**src/rtl/ones_count_pkg.sv**
```systemverilog
// rtl/ones_count_pkg.sv - shared types and constants for the ones-count datapath
package ones_count_pkg;

    // Default word width shared by the feeder and the ones counter.
    localparam int ONES_W = 30;

    typedef enum logic [1:0] {
        IDLE  = 2'd0,
        ISSUE = 2'd1,
        WAIT  = 2'd2
    } feeder_state_t;

endpackage

```
**src/rtl/word_fifo.sv**
```systemverilog
// rtl/word_fifo.sv - synchronous word FIFO buffering producer words for the feeder
//
// Ports:
//   clock, reset_L : clock and synchronous active-low reset
//   push, wdata    : write request and word; ignored while full
//   pop            : read request; ignored while empty
//   head           : word at the read pointer (valid when !empty)
//   count          : number of words held, 0..DEPTH
//   full, empty    : occupancy flags derived from count
module word_fifo
    import ones_count_pkg::*;
#(
    parameter int W     = ONES_W,
    parameter int DEPTH = 4
) (
    input  logic                     clock,
    input  logic                     reset_L,
    input  logic                     push,
    input  logic [W-1:0]             wdata,
    input  logic                     pop,
    output logic [W-1:0]             head,
    output logic [$clog2(DEPTH):0]   count,
    output logic                     full,
    output logic                     empty
);

    localparam int AW = $clog2(DEPTH);
    localparam logic [AW:0] FULL_COUNT = (AW + 1)'(DEPTH);

    logic [W-1:0]  mem [DEPTH];
    logic [AW-1:0] wr_ptr;
    logic [AW-1:0] rd_ptr;
    logic          do_push;
    logic          do_pop;

    assign full    = (count == FULL_COUNT);
    assign empty   = (count == '0);
    assign do_push = push && !full;
    assign do_pop  = pop && !empty;
    assign head    = mem[rd_ptr];

    // Pointers are exactly AW bits wide, so they wrap modulo DEPTH for free.
    always_ff @(posedge clock) begin
        if (!reset_L) begin
            wr_ptr <= '0;
            rd_ptr <= '0;
            count  <= '0;
        end else begin
            if (do_push) begin
                mem[wr_ptr] <= wdata;
                wr_ptr      <= wr_ptr + 1'b1;
            end
            if (do_pop) begin
                rd_ptr <= rd_ptr + 1'b1;
            end
            case ({do_push, do_pop})
                2'b10:   count <= count + 1'b1;
                2'b01:   count <= count - 1'b1;
                default: count <= count;
            endcase
        end
    end

endmodule

```
**src/rtl/ones_count_feeder.sv**
```systemverilog
// rtl/ones_count_feeder.sv - buffers producer words and dispatches them one at a time to the ones counter
//
// Ports:
//   clock, reset_L      : clock and synchronous active-low reset
//   in_valid, in_data   : producer word offer
//   in_ready            : FIFO has a free slot (from current count only)
//   d_in, d_in_ready    : registered word and one-cycle dispatch strobe to the counter
//   dor                 : counter's result-ready pulse, ends the current word
//   busy                : a dispatched word is still awaiting its dor
//   fifo_count          : words buffered
//   issued_cnt          : words dispatched, wraps modulo 2^CW
//   proto_err           : sticky, dor arrived while no word was outstanding
module ones_count_feeder
    import ones_count_pkg::*;
#(
    parameter int W     = ONES_W,
    parameter int DEPTH = 4,
    parameter int CW    = 8
) (
    input  logic                     clock,
    input  logic                     reset_L,
    input  logic                     in_valid,
    input  logic [W-1:0]             in_data,
    output logic                     in_ready,
    output logic [W-1:0]             d_in,
    output logic                     d_in_ready,
    input  logic                     dor,
    output logic                     busy,
    output logic [$clog2(DEPTH):0]   fifo_count,
    output logic [CW-1:0]            issued_cnt,
    output logic                     proto_err
);

    feeder_state_t state;
    feeder_state_t state_nxt;
    logic [W-1:0]  head;
    logic          full;
    logic          empty;
    logic          pop;
    logic          load;

    word_fifo #(
        .W     (W),
        .DEPTH (DEPTH)
    ) u_fifo (
        .clock   (clock),
        .reset_L (reset_L),
        .push    (in_valid),
        .wdata   (in_data),
        .pop     (pop),
        .head    (head),
        .count   (fifo_count),
        .full    (full),
        .empty   (empty)
    );

    assign in_ready = !full;
    assign busy     = (state != IDLE);

    // The head is captured into d_in when ISSUE is entered but only popped
    // when ISSUE is left, so the FIFO slot is held until the strobe is out.
    always_comb begin
        state_nxt  = state;
        pop        = 1'b0;
        load       = 1'b0;
        d_in_ready = 1'b0;
        case (state)
            IDLE: begin
                if (!empty) begin
                    state_nxt = ISSUE;
                    load      = 1'b1;
                end
            end
            ISSUE: begin
                d_in_ready = 1'b1;
                pop        = 1'b1;
                state_nxt  = WAIT;
            end
            WAIT: begin
                if (dor) begin
                    if (!empty) begin
                        state_nxt = ISSUE;
                        load      = 1'b1;
                    end else begin
                        state_nxt = IDLE;
                    end
                end
            end
            default: state_nxt = IDLE;
        endcase
    end

    always_ff @(posedge clock) begin
        if (!reset_L) begin
            state      <= IDLE;
            d_in       <= '0;
            issued_cnt <= '0;
            proto_err  <= 1'b0;
        end else begin
            state <= state_nxt;
            if (load) begin
                d_in <= head;
            end
            if (pop) begin
                issued_cnt <= issued_cnt + 1'b1;
            end
            // A dor that lingers into the next ISSUE is also caught here.
            if (dor && (state != WAIT)) begin
                proto_err <= 1'b1;
            end
        end
    end

endmodule

```
**config.mk**
```make
export PLATFORM = sky130hd
export DESIGN_NAME = ones_count_feeder
export DESIGN_NICKNAME = d
export VERILOG_FILES = /design/src/rtl/ones_count_pkg.sv /design/src/rtl/word_fifo.sv /design/src/rtl/ones_count_feeder.sv
export SDC_FILE = /design/constraint.sdc
export NUM_CORES = 1
export LEC_CHECK = 0
export CORE_ASPECT_RATIO = 0.75
export CORE_MARGIN = 2
export CORE_UTILIZATION = 29
export CTS_CLUSTER_DIAMETER = 40
export CTS_CLUSTER_SIZE = 20
export DETAILED_ROUTE_END_ITERATION = 8
export SKIP_CTS_REPAIR_TIMING = 1
export SLEW_MARGIN = 0
export SYNTH_ARGS = -nofsm -noshare
export SYNTH_HDL_FRONTEND = slang
export SYNTH_HIERARCHICAL = 1
export SYNTH_SLANG_ARGS = --single-unit
```
**constraint.sdc**
```tcl
create_clock -name clock -period 2.5 [get_ports clock]
set_clock_uncertainty 0.15 [all_clocks]
set_input_delay 0.5 -clock clock [delete_from_list [all_inputs] [get_ports clock]]
set_output_delay 0.5 -clock clock [all_outputs]
set_load 0.005 [all_outputs]
```
==> run summary <==
status -> finished, final reports clean
number of synthesized register bits -> 170
DR pass1 iterations -> 4
crit path launch type -> flip-flop
commonest non-fill, non-tap cell in the layout -> edfxtp_1
Syn Inst Count -> 401
Reg clk slew, reported paths -> 60 ps
port buffer count -> 78
Initial Util -> 29.7%
CP max stage cell -> clkdlybuf4s50_1
max-slew violation count -> 0
Routed Antenna Nets -> 0
deepest clock path buffer count -> 2
vias -> 3,688
xor and xnor area share after synthesis -> 0.534%
Cell Area, Placed -> 7770 µm²
setup ws final -> 152 ps
PD cells -> 894 nW/µm²
setup violators final -> 0
multi-input combinational cell area -> 1780 µm²
synth unique cells -> 38
setup_tns -> 0 ps
Mapped Nets -> 442
share of flip-flops with an asynchronous set or reset -> 0%
htree depth -> 4
leak pwr -> 2.69 nW
Compound-Gate Fraction of Synth Area -> 6.26%
synthesis-to-finish area growth -> 27.5%
maxcap violations -> 0
CORE AREA -> 22,100 µm²
Primary FF master, synth -> edfxtp_1
CTS Root Cell -> clkbuf_16
vias in the first global route -> 3,768
net load switching power -> 1.91 mW
element type at the critical path end -> primary output
Post-route DRC -> 0
CTS sink cnt -> 170
Worst-Margin Slew -> 459 ps
Filler cells -> 2,083
first-pass GRT wire length -> 21,200 µm
synth warn -> 6
Crit Path Category -> flip-flop to primary output
Logic pwr share -> 19.2%
HPWL Detailed -> 8330 µm
Sw Ratio -> 25.6%
Post-Route WL -> 13,500 µm
Avg Inst Size Synth -> 16.4 µm²
Hold Slack -> 321 ps
Tot Pwr -> 7.47 mW
Final Critical Period -> 2350 ps
Num CTS Buffers -> 17
Post-Synth Simple-Gate Area -> 7.86%
die area -> 23,800 µm²
grt ovf -> 0
Std-Cell Rows -> 47
Post-synth EDFFs -> 120
largest net degree at the start of global routing -> 62
post-synthesis cell area -> 6560 µm²
TritonCTS clock tree -> done
most frequent cells in the layout -> edfxtp_1 (120), clkdlybuf4s50_1 (78), dfxtp_1 (48)
fraction of layout cells with a size suffix above 1 -> 17.8%
Worst Path Required -> 1850 ps
Adder-Cell Fraction of Synth Area -> 1.45%
hold crit path type -> flip-flop to flip-flop
CP cell instances -> nor2b_1, buf_4, clkdlybuf4s50_1
Slew HR -> 69.4%
Seq pwr share -> 45.9%
Iteration-0 DRC Markers -> 247
cell internal pwr -> 5.56 mW
worst slack at placement -> -62.1 ps
Die Y -> 134 µm
initial antenna violation count -> 2
register area share after synthesis -> 70.2%
clock power share -> 34.9%
largest family of logic cells by synthesized area -> multiplexers
sequential cell area -> 4610 µm²
Max Fclk -> 426 MHz
Finished Cell Area -> 8360 µm²
maximum VDD drop -> 449 µV
RSZ-0062 raised after global routing -> no
fin nets -> 528
Final period util -> 93.9%
GRT Total Usage -> 11.9%
WL per Instance -> 17.0 µm
final hold vios -> 0
GP Congestion -> 0.730
Avg Vias per Cell -> 4.63
Worst Path Max Fanout -> 8
io pins -> 79
die width -> 178 µm
multiplexer share of the synthesized area -> 10.8%
Worst EP arrival -> 1700 ps
CP max stage delay -> 510 ps
Clock Latency Late Sink -> 420 ps
[final cells by class]
cell class                 count  area share (%)
antenna                        2          0.0598
clock inverter                14            1.90
tap                          294            4.40
multi-input combinational    195            21.2
timing repair buffer          93            11.7
inverter                      10           0.449
sequential                   170            55.1
clock buffer                  18            5.13
[through the flow]
stage	util [%]	std cells
3_5_place_dp	35.1	762
2_1_floorplan	-	401
4_1_cts	37.8	794
3_3_place_gp	35.1	762
6_report	37.8	796
5_1_grt	37.8	794
[sequential cells by signal, summed over array words and instances, names as in the netlist, named ones only]
| name | flops |
|---|---|
| u_fifo/mem | 120 |
| d_in | 30 |
| issued_cnt | 8 |
| u_fifo/count | 3 |
| state | 2 |
| u_fifo/rd_ptr | 2 |
| u_fifo/wr_ptr | 2 |
| proto_err | 1 |
[cell families after synthesis]
kind of cell / after synthesis
flops: 170
compound gates: 79
simple gates: 72
buf+inv: 36
mux: 33
fa+ha+maj: 7
xor+xnor: 4
[worst max-delay path: cells and delay by family, from the launching register on]
family	cells	cell delay [ps]
buffers and inverters	2	700
DFF	1	400
and+or+nand+nor	1	190
[Yosys cell counts, drive strengths merged, types with 4 or more instances]
master	n	area, µm²
mux4	30	676
nor2	5	18.8
or3b	30	263
o21ai	37	185
clkbuf	15	56.3
buf	11	98.9
inv	10	37.5
nand2	8	30.0
nor2b	4	25.0
a21oi	36	180
and3	5	31.3
or3	4	25.0
dfxtp	50	1000
edfxtp	120	3600
ha	6	75.1
[power by group through the flow]
stage | clock network [mW] | registers [mW] | logic, mW
final | 2.61 | 3.43 | 1.44
after floorplan | 0 | 3.46 | 0.821
after CTS | 2.68 | 3.44 | 1.47
after detailed placement | 0 | 3.49 | 1.45
after global routing | 2.81 | 3.46 | 1.59
after global placement | 0 | 3.48 | 1.42
[layer usage]
metal,wire [µm],up-vias,GRT usage [%]
met5,0,-,0
met4,140,0,3.42
met3,810,10,3.85
met2,6300,103,18.3
met1,6280,1846,16.1
li1,-,1729,-
[final timing paths]
check,end,slack [ps],start,cells past startpoint
min reg2reg,proto_err$_SDFFE_PN0P_,320,proto_err$_SDFFE_PN0P_,2
max,d_in_ready,150,state[0]$_SDFFE_PN0P_,3
min,proto_err$_SDFFE_PN0P_,320,proto_err$_SDFFE_PN0P_,2
max reg2reg,u_fifo/count[2]$_SDFFE_PN0P_,230,state[0]$_SDFFE_PN0P_,8
(Power assumes the default switching activity.)
